--- config.mk ---
export PLATFORM = sky130hd
export DESIGN_NAME = vga_pixel_pipeline
export DESIGN_NICKNAME = d
export VERILOG_FILES = /design/src/rtl/vga_pixel_pipeline.sv
export SDC_FILE = /design/constraint.sdc
export NUM_CORES = 1
export LEC_CHECK = 0
export CORE_ASPECT_RATIO = 0.75
export CORE_MARGIN = 1
export CORE_UTILIZATION = 60
export CTS_BUF_LIST = sky130_fd_sc_hd__clkbuf_4 sky130_fd_sc_hd__clkbuf_8
export CTS_CLUSTER_DIAMETER = 120
export DETAILED_ROUTE_END_ITERATION = 10
export DONT_BUFFER_PORTS = 1
export HOLD_SLACK_MARGIN = 0.03
export PLACE_DENSITY = 0.78
export SLEW_MARGIN = 10
export SYNTH_ARGS = -nofsm -noshare
export SYNTH_HDL_FRONTEND = slang
export SYNTH_SLANG_ARGS = --single-unit
export TNS_END_PERCENT = 1
--- constraint.sdc ---
create_clock -name clk_i -period 1.45 [get_ports clk_i]
set_input_delay 0.3625 -clock clk_i [delete_from_list [all_inputs] [get_ports clk_i]]
set_output_delay 0.3625 -clock clk_i [all_outputs]
set_load 0.005 [all_outputs]
--- src/rtl/vga_pixel_pipeline.sv ---
// vga_pixel_pipeline: frame RAM read addressing, sync delay matching, grayscale RGB output and vsync-aligned buffer swap
module vga_pixel_pipeline #(
    parameter int PIXEL_ADDR_W = 17,
    parameter int DATA_W       = 8,
    parameter int COLOR_W      = 4,
    parameter int RAM_LATENCY  = 2
) (
    input  logic                    clk_i,
    input  logic                    reset_i,
    input  logic                    hsync_i,
    input  logic                    vsync_i,
    input  logic                    video_en_i,
    input  logic [PIXEL_ADDR_W-1:0] pixel_i,
    output logic [PIXEL_ADDR_W:0]   rd_addr_o,
    input  logic [DATA_W-1:0]       rd_data_i,
    input  logic                    swap_req_i,
    output logic                    swap_ack_o,
    output logic                    front_buf_o,
    output logic                    frame_start_o,
    output logic                    hsync_o,
    output logic                    vsync_o,
    output logic [COLOR_W-1:0]      red_o,
    output logic [COLOR_W-1:0]      green_o,
    output logic [COLOR_W-1:0]      blue_o
);
    localparam int L = RAM_LATENCY + 2;
    typedef enum logic [1:0] {IDLE, PENDING, WAIT_DROP} state_t;
    state_t r_state, w_next;
    logic r_vs_q, w_vs_rise, w_swap, w_unused;
    logic [L-1:0] r_hs, r_vs;
    logic [L-2:0] r_ve;
    logic [COLOR_W-1:0] w_gray;
    assign w_vs_rise = vsync_i & ~r_vs_q;
    assign w_gray    = rd_data_i[DATA_W-1 -: COLOR_W];
    assign w_unused  = ^rd_data_i;
    assign hsync_o   = r_hs[L-1];
    assign vsync_o   = r_vs[L-1];
    always_comb begin
        w_swap = (r_state == PENDING) && swap_req_i && w_vs_rise;
        w_next = !swap_req_i ? IDLE : (r_state == IDLE) ? PENDING : w_swap ? WAIT_DROP : r_state;
    end
    always_ff @(posedge clk_i) begin
        if (reset_i) begin
            r_state       <= IDLE;
            r_vs_q        <= 1'b0;
            r_hs          <= '0;
            r_vs          <= '0;
            r_ve          <= '0;
            rd_addr_o     <= '0;
            swap_ack_o    <= 1'b0;
            front_buf_o   <= 1'b0;
            frame_start_o <= 1'b0;
            red_o         <= '0;
            green_o       <= '0;
            blue_o        <= '0;
        end else begin
            r_state       <= w_next;
            r_vs_q        <= vsync_i;
            r_hs          <= {r_hs[L-2:0], hsync_i};
            r_vs          <= {r_vs[L-2:0], vsync_i};
            r_ve          <= {r_ve[L-3:0], video_en_i};
            rd_addr_o     <= {front_buf_o, pixel_i};
            swap_ack_o    <= w_swap;
            front_buf_o   <= front_buf_o ^ w_swap;
            frame_start_o <= w_vs_rise;
            red_o         <= r_ve[L-2] ? w_gray : '0;
            green_o       <= r_ve[L-2] ? w_gray : '0;
            blue_o        <= r_ve[L-2] ? w_gray : '0;
        end
    end
endmodule

# [Yosys cells after proc, flatten, opt, wreduce, memory -nomap -nowiden]
# Index checks and enable logic that the tools add are counted.
[word_totals] reg_bits=39 in_bits=31 output_inout_bits=35
[classes] eq_ne=1 n_mux=2 bitwise_logic=5 reduce_logical=7
[op_table] operator="$reduce_or A2 Y1" count=2
[op_table] operator="$not A1 Y1" count=3
[op_table] operator="$reduce_or A3 Y1" count=1
[op_table] operator="$eq A2 B1 Y1 const B" count=1
[op_table] operator="$logic_and A1 B1 Y1" count=2
[op_table] operator="$logic_not A2 Y1" count=1
[op_table] operator="$mux W1" count=2
[op_table] operator="$reduce_bool A2 Y1" count=1
[op_table] operator="$and A1 B1 Y1" count=1
[op_table] operator="$xor A1 B1 Y1" count=1

# [Longest topological paths before layout]
[depth] word_depth=5 depth_mapped=3 mapped_depth_nobuf=3

# [Worst setup path after synthesis]
# No wires, ideal clock.
[synth_timing] kind="register -> register" start="register r_state[1]" end="register front_buf_o" setup_ns=0.123 arrival_time_ns=0.997 required_ns=1.327 setup_slack_ns=0.329 stages_incl_launch_ff=4 path_buffers=0 period_less_slack_ns=1.121 path_cell_list="dfxtp_1 > nand3b_4 > nor3b_4 > mux2_1"
[synth_via] elab_chain_cells=4
[synth_rtl] item="start, declared" line_no="28" text="state_t r_state, w_next;"
[synth_rtl] item="start signal, assigned" line_no="57" text="r_state <= w_next;"
[synth_rtl] item="$eq A2 B1 Y1" line_no="39" text="w_swap = (r_state == PENDING) && swap_req_i && w_vs_rise;"
[synth_rtl] item="$logic_and A1 B1 Y1 (2 in series)" line_no="39"
[synth_rtl] item="$xor A1 B1 Y1" line_no="64" text="front_buf_o <= front_buf_o ^ w_swap;"
[synth_rtl] item="end signal, assigned" line_no="64"
[synth_rtl] item="end, declared" line_no="18" text="output logic front_buf_o,"
# Every way passes these cells.
# A chain may end at the register's enable or synchronous reset.

# [Worst setup path after layout]
# Ends and elaborated chain as after synthesis.

==> results by group <==
Clock tree
  – Clock root buffer: clkbuf_4
  – Clk_lat worst skew: 0.32 ns
  – Post-CTS Hold Buffers: 0
  – Post-CTS sizing: 0
  – Clock Sinks: 38
  – TritonCTS clock tree: built
  – Max clock buf depth: 2
  – Num CTS Buffers: 5
  – Clock slew at reported path FFs: approximately 0.1 ns
  – # H-tree levels: 2
  – Postcts setup bufs: 0

Min path
  – Hold crit path type: in -> reg

Place
  – DP Area: 1100 um2
  – Routability cong.: 0.734
  – IO Port Bufs: 0

STA
  – Setup-failing EPs final: 0
  – Least-Margin Pin Slew: 0.250 ns
  – Period minus WS final: approximately 1.2 ns
  – Clock skew: roughly 0.0043 ns
  – Unrepaired setup endpoints after global routing: false
  – Final Hold Viols: 0
  – Rel. slew slack: between 80 and 90%
  – Peak Freq: roughly 860 MHz
  – Aggregate negative setup slack: 0 ns
  – Pins over their slew limit: 0
  – Fin crit share: 80.5%

Synthesis
  – Cell Area, Synth: roughly 1100 um2
  – Syn Area/Cell: approximately 12 um2
  – Syn nets: 124
  – Post-synthesis cell count: 93
  – Synthesis-stage register bit count: 38
  – Yosys warns: 0
  – Synth cell types: 13
  – Post-synthesis sequential area ratio: about two thirds

Worst setup path
  – Crit path largest cell delay: ~0.34 ns
  – Crit path from: r_state[1]$_SDFFE_PP0P_
  – CP Launch Type: flop
  – Kind of critical path: reg -> reg
  – Crit-path cells: nand3b_4 > nor3b_4 > mux2_1
  – Worst Setup End Kind: flop
  – Slowest cell on crit path: mux2_1
  – Worst reg2reg path depth: 3
  – Reg-to-reg endpoint: front_buf_o$_SDFF_PP0_
  – R2R Setup Slk: around 0.28 ns
  – Critical Path AT: about 1.4 ns
  – CP required: between 1.5 and 2 ns
  – Crit path to: front_buf_o$_SDFF_PP0_
  – Worst-path fanout max: 4
  – Worst r2r src: r_state[1]$_SDFFE_PP0P_

Power
  – Leakage: between 0.4 and 0.5 nW
  – Worst VDD drop: between 0.0009 and 0.001 V
  – PD cells: roughly 1500 nW/um2

Floorplan
  – Die Width: 52.4 um
  – IO Pins: 66
  – Die area: roughly 2100 um2
  – Die H: ~40 um
  – CORE AREA: about 1800 um2
  – Site Rows: 13
  – Starting Density: between 60% and 70%

Detailed routing
  – Met2 routed WL: ~600 um
  – Drt wl/cell: 11.4 um
  – Drt first-iter violations: 2
  – Via density per instance: approximately 4.7
  – M1 WL: just under 500 um
  – Top sig layer: met4
  – DR WL met3: 178 um
  – 1st-pass router iterations: 2
  – Via count: between 500 and 600
  – Detail Route Antenna Nets: 0
  – Wirelength, routed: between 1 and 1.5 mm
  – DR DRC count: 0

Finish
  – Cell area after layout: between 1000 and 1500 um2
  – Synth-to-layout area growth: 1.64%
  – Fin nets: 120
  – ANT cells: 0
  – Final Util: between 60 and 70%
  – Layout cell share with drive strength beyond 1: between 10% and 20%

Global routing
  – First-pass GRT wire length: ~1.8 mm
  – Vias in the first global route: roughly 450
  – Initial antenna violation count: 0
  – Largest net degree at the start of global routing: 34
  – Gr ovfl total: 0
  – GRT Overall Usage: between 10 and 15%

Flow run
  – Maxcap violations: 0

Outcome
  – Outcome: complete, no violations
==> per-stage QoR <==
stage / power [mW] / setup WS [ns] / hold slack (ns) / std cells
after floorplan: 1.17 / 0.329 / 0.414 / 93
after global placement: 1.17 / 0.299 / 0.416 / 104
after detailed placement: 1.17 / 0.277 / 0.423 / 104
after CTS: 1.72 / 0.262 / 0.0771 / 112
after global routing: 1.78 / 0.206 / 0.0571 / 112
final: 1.70 / 0.282 / 0.0939 / 112
==> final cells by class <==
type,count,area (um2)
inverter,1,3.75
fill,155,597
sequential,38,761
clock inverter,1,5.00
tap,22,27.5
clock buffer,7,58.8
multi-input combinational,43,304
==> critical path: cells and delay by family, from the launching register on <==
family           cells  cell delay, ns
muxes                1            0.34
and+or+nand+nor      2            0.41
DFF                  1            0.33
==> per-layer routing <==
metal	global-route usage [%]	up-vias
li1	-	270
met1	12.7	219
met2	21.5	34
met3	10.1	2
met4	10.5	0
met5	0	-
==> cell families after synthesis <==
| kind of cell | share of synthesized area, % |
|---|---|
| flops | 66.7 |
| mux | 0.987 |
| buf+inv | 6.69 |
| compound gates | 0.877 |
| simple gates | 24.8 |
==> registers in the layout (all words and copies together) (netlist names) <==
signal         count
front_buf_o        1
rd_addr_o         18
frame_start_o      1
r_vs               4
r_ve               3
r_state            2
swap_ack_o         1
r_hs               4
blue_o             4
==> where the power goes <==
| part | internal, mW | switching [mW] | leakage [nW] |
|---|---|---|---|
| registers | 1.09 | 0.0197 | 0.313 |
| logic | 0.0265 | 0.0104 | 0.140 |
| clock network | 0.254 | 0.301 | 0.0387 |
| total | 1.37 | 0.331 | 0.492 |
==> cell usage after synthesis <==
master,instances,area share [%]
nand3b_4,1,1.8
o211a_1,1,0.88
dfxtp_1,38,67
buf_2,1,0.44
and2_1,5,2.7
nor2b_1,32,18
nor3b_4,1,1.6
clkbuf_1,2,0.66
nor4b_1,1,0.77
inv_1,1,0.33
mux2_1,1,0.99
buf_4,8,5.3
nor2_1,1,0.33
==> cell usage in the layout (no fill, tap or decap) <==
master	instances
dfxtp_1	38
and2_1	5
clkbuf_8	1
o211a_1	1
clkinv_2	1
inv_1	1
nor3b_4	1
nor4b_1	1
nor2b_1	32
clkbuf_4	6
nand3b_4	1
mux2_1	1
nor2_1	1
==> worst min path at each step <==
stage / start / endpoint / depth (start not counted)
final: reset_i / rd_addr_o[10]$_SDFF_PP0_ / 1
after global routing: reset_i / rd_addr_o[10]$_SDFF_PP0_ / 1
after CTS: reset_i / rd_addr_o[8]$_SDFF_PP0_ / 1
after detailed placement: r_hs[1]$_SDFF_PP0_ / r_hs[2]$_SDFF_PP0_ / 1
after global placement: r_vs[1]$_SDFF_PP0_ / r_vs[2]$_SDFF_PP0_ / 1
after floorplan: r_hs[0]$_SDFF_PP0_ / r_hs[1]$_SDFF_PP0_ / 1
(Power assumes the default switching activity.)
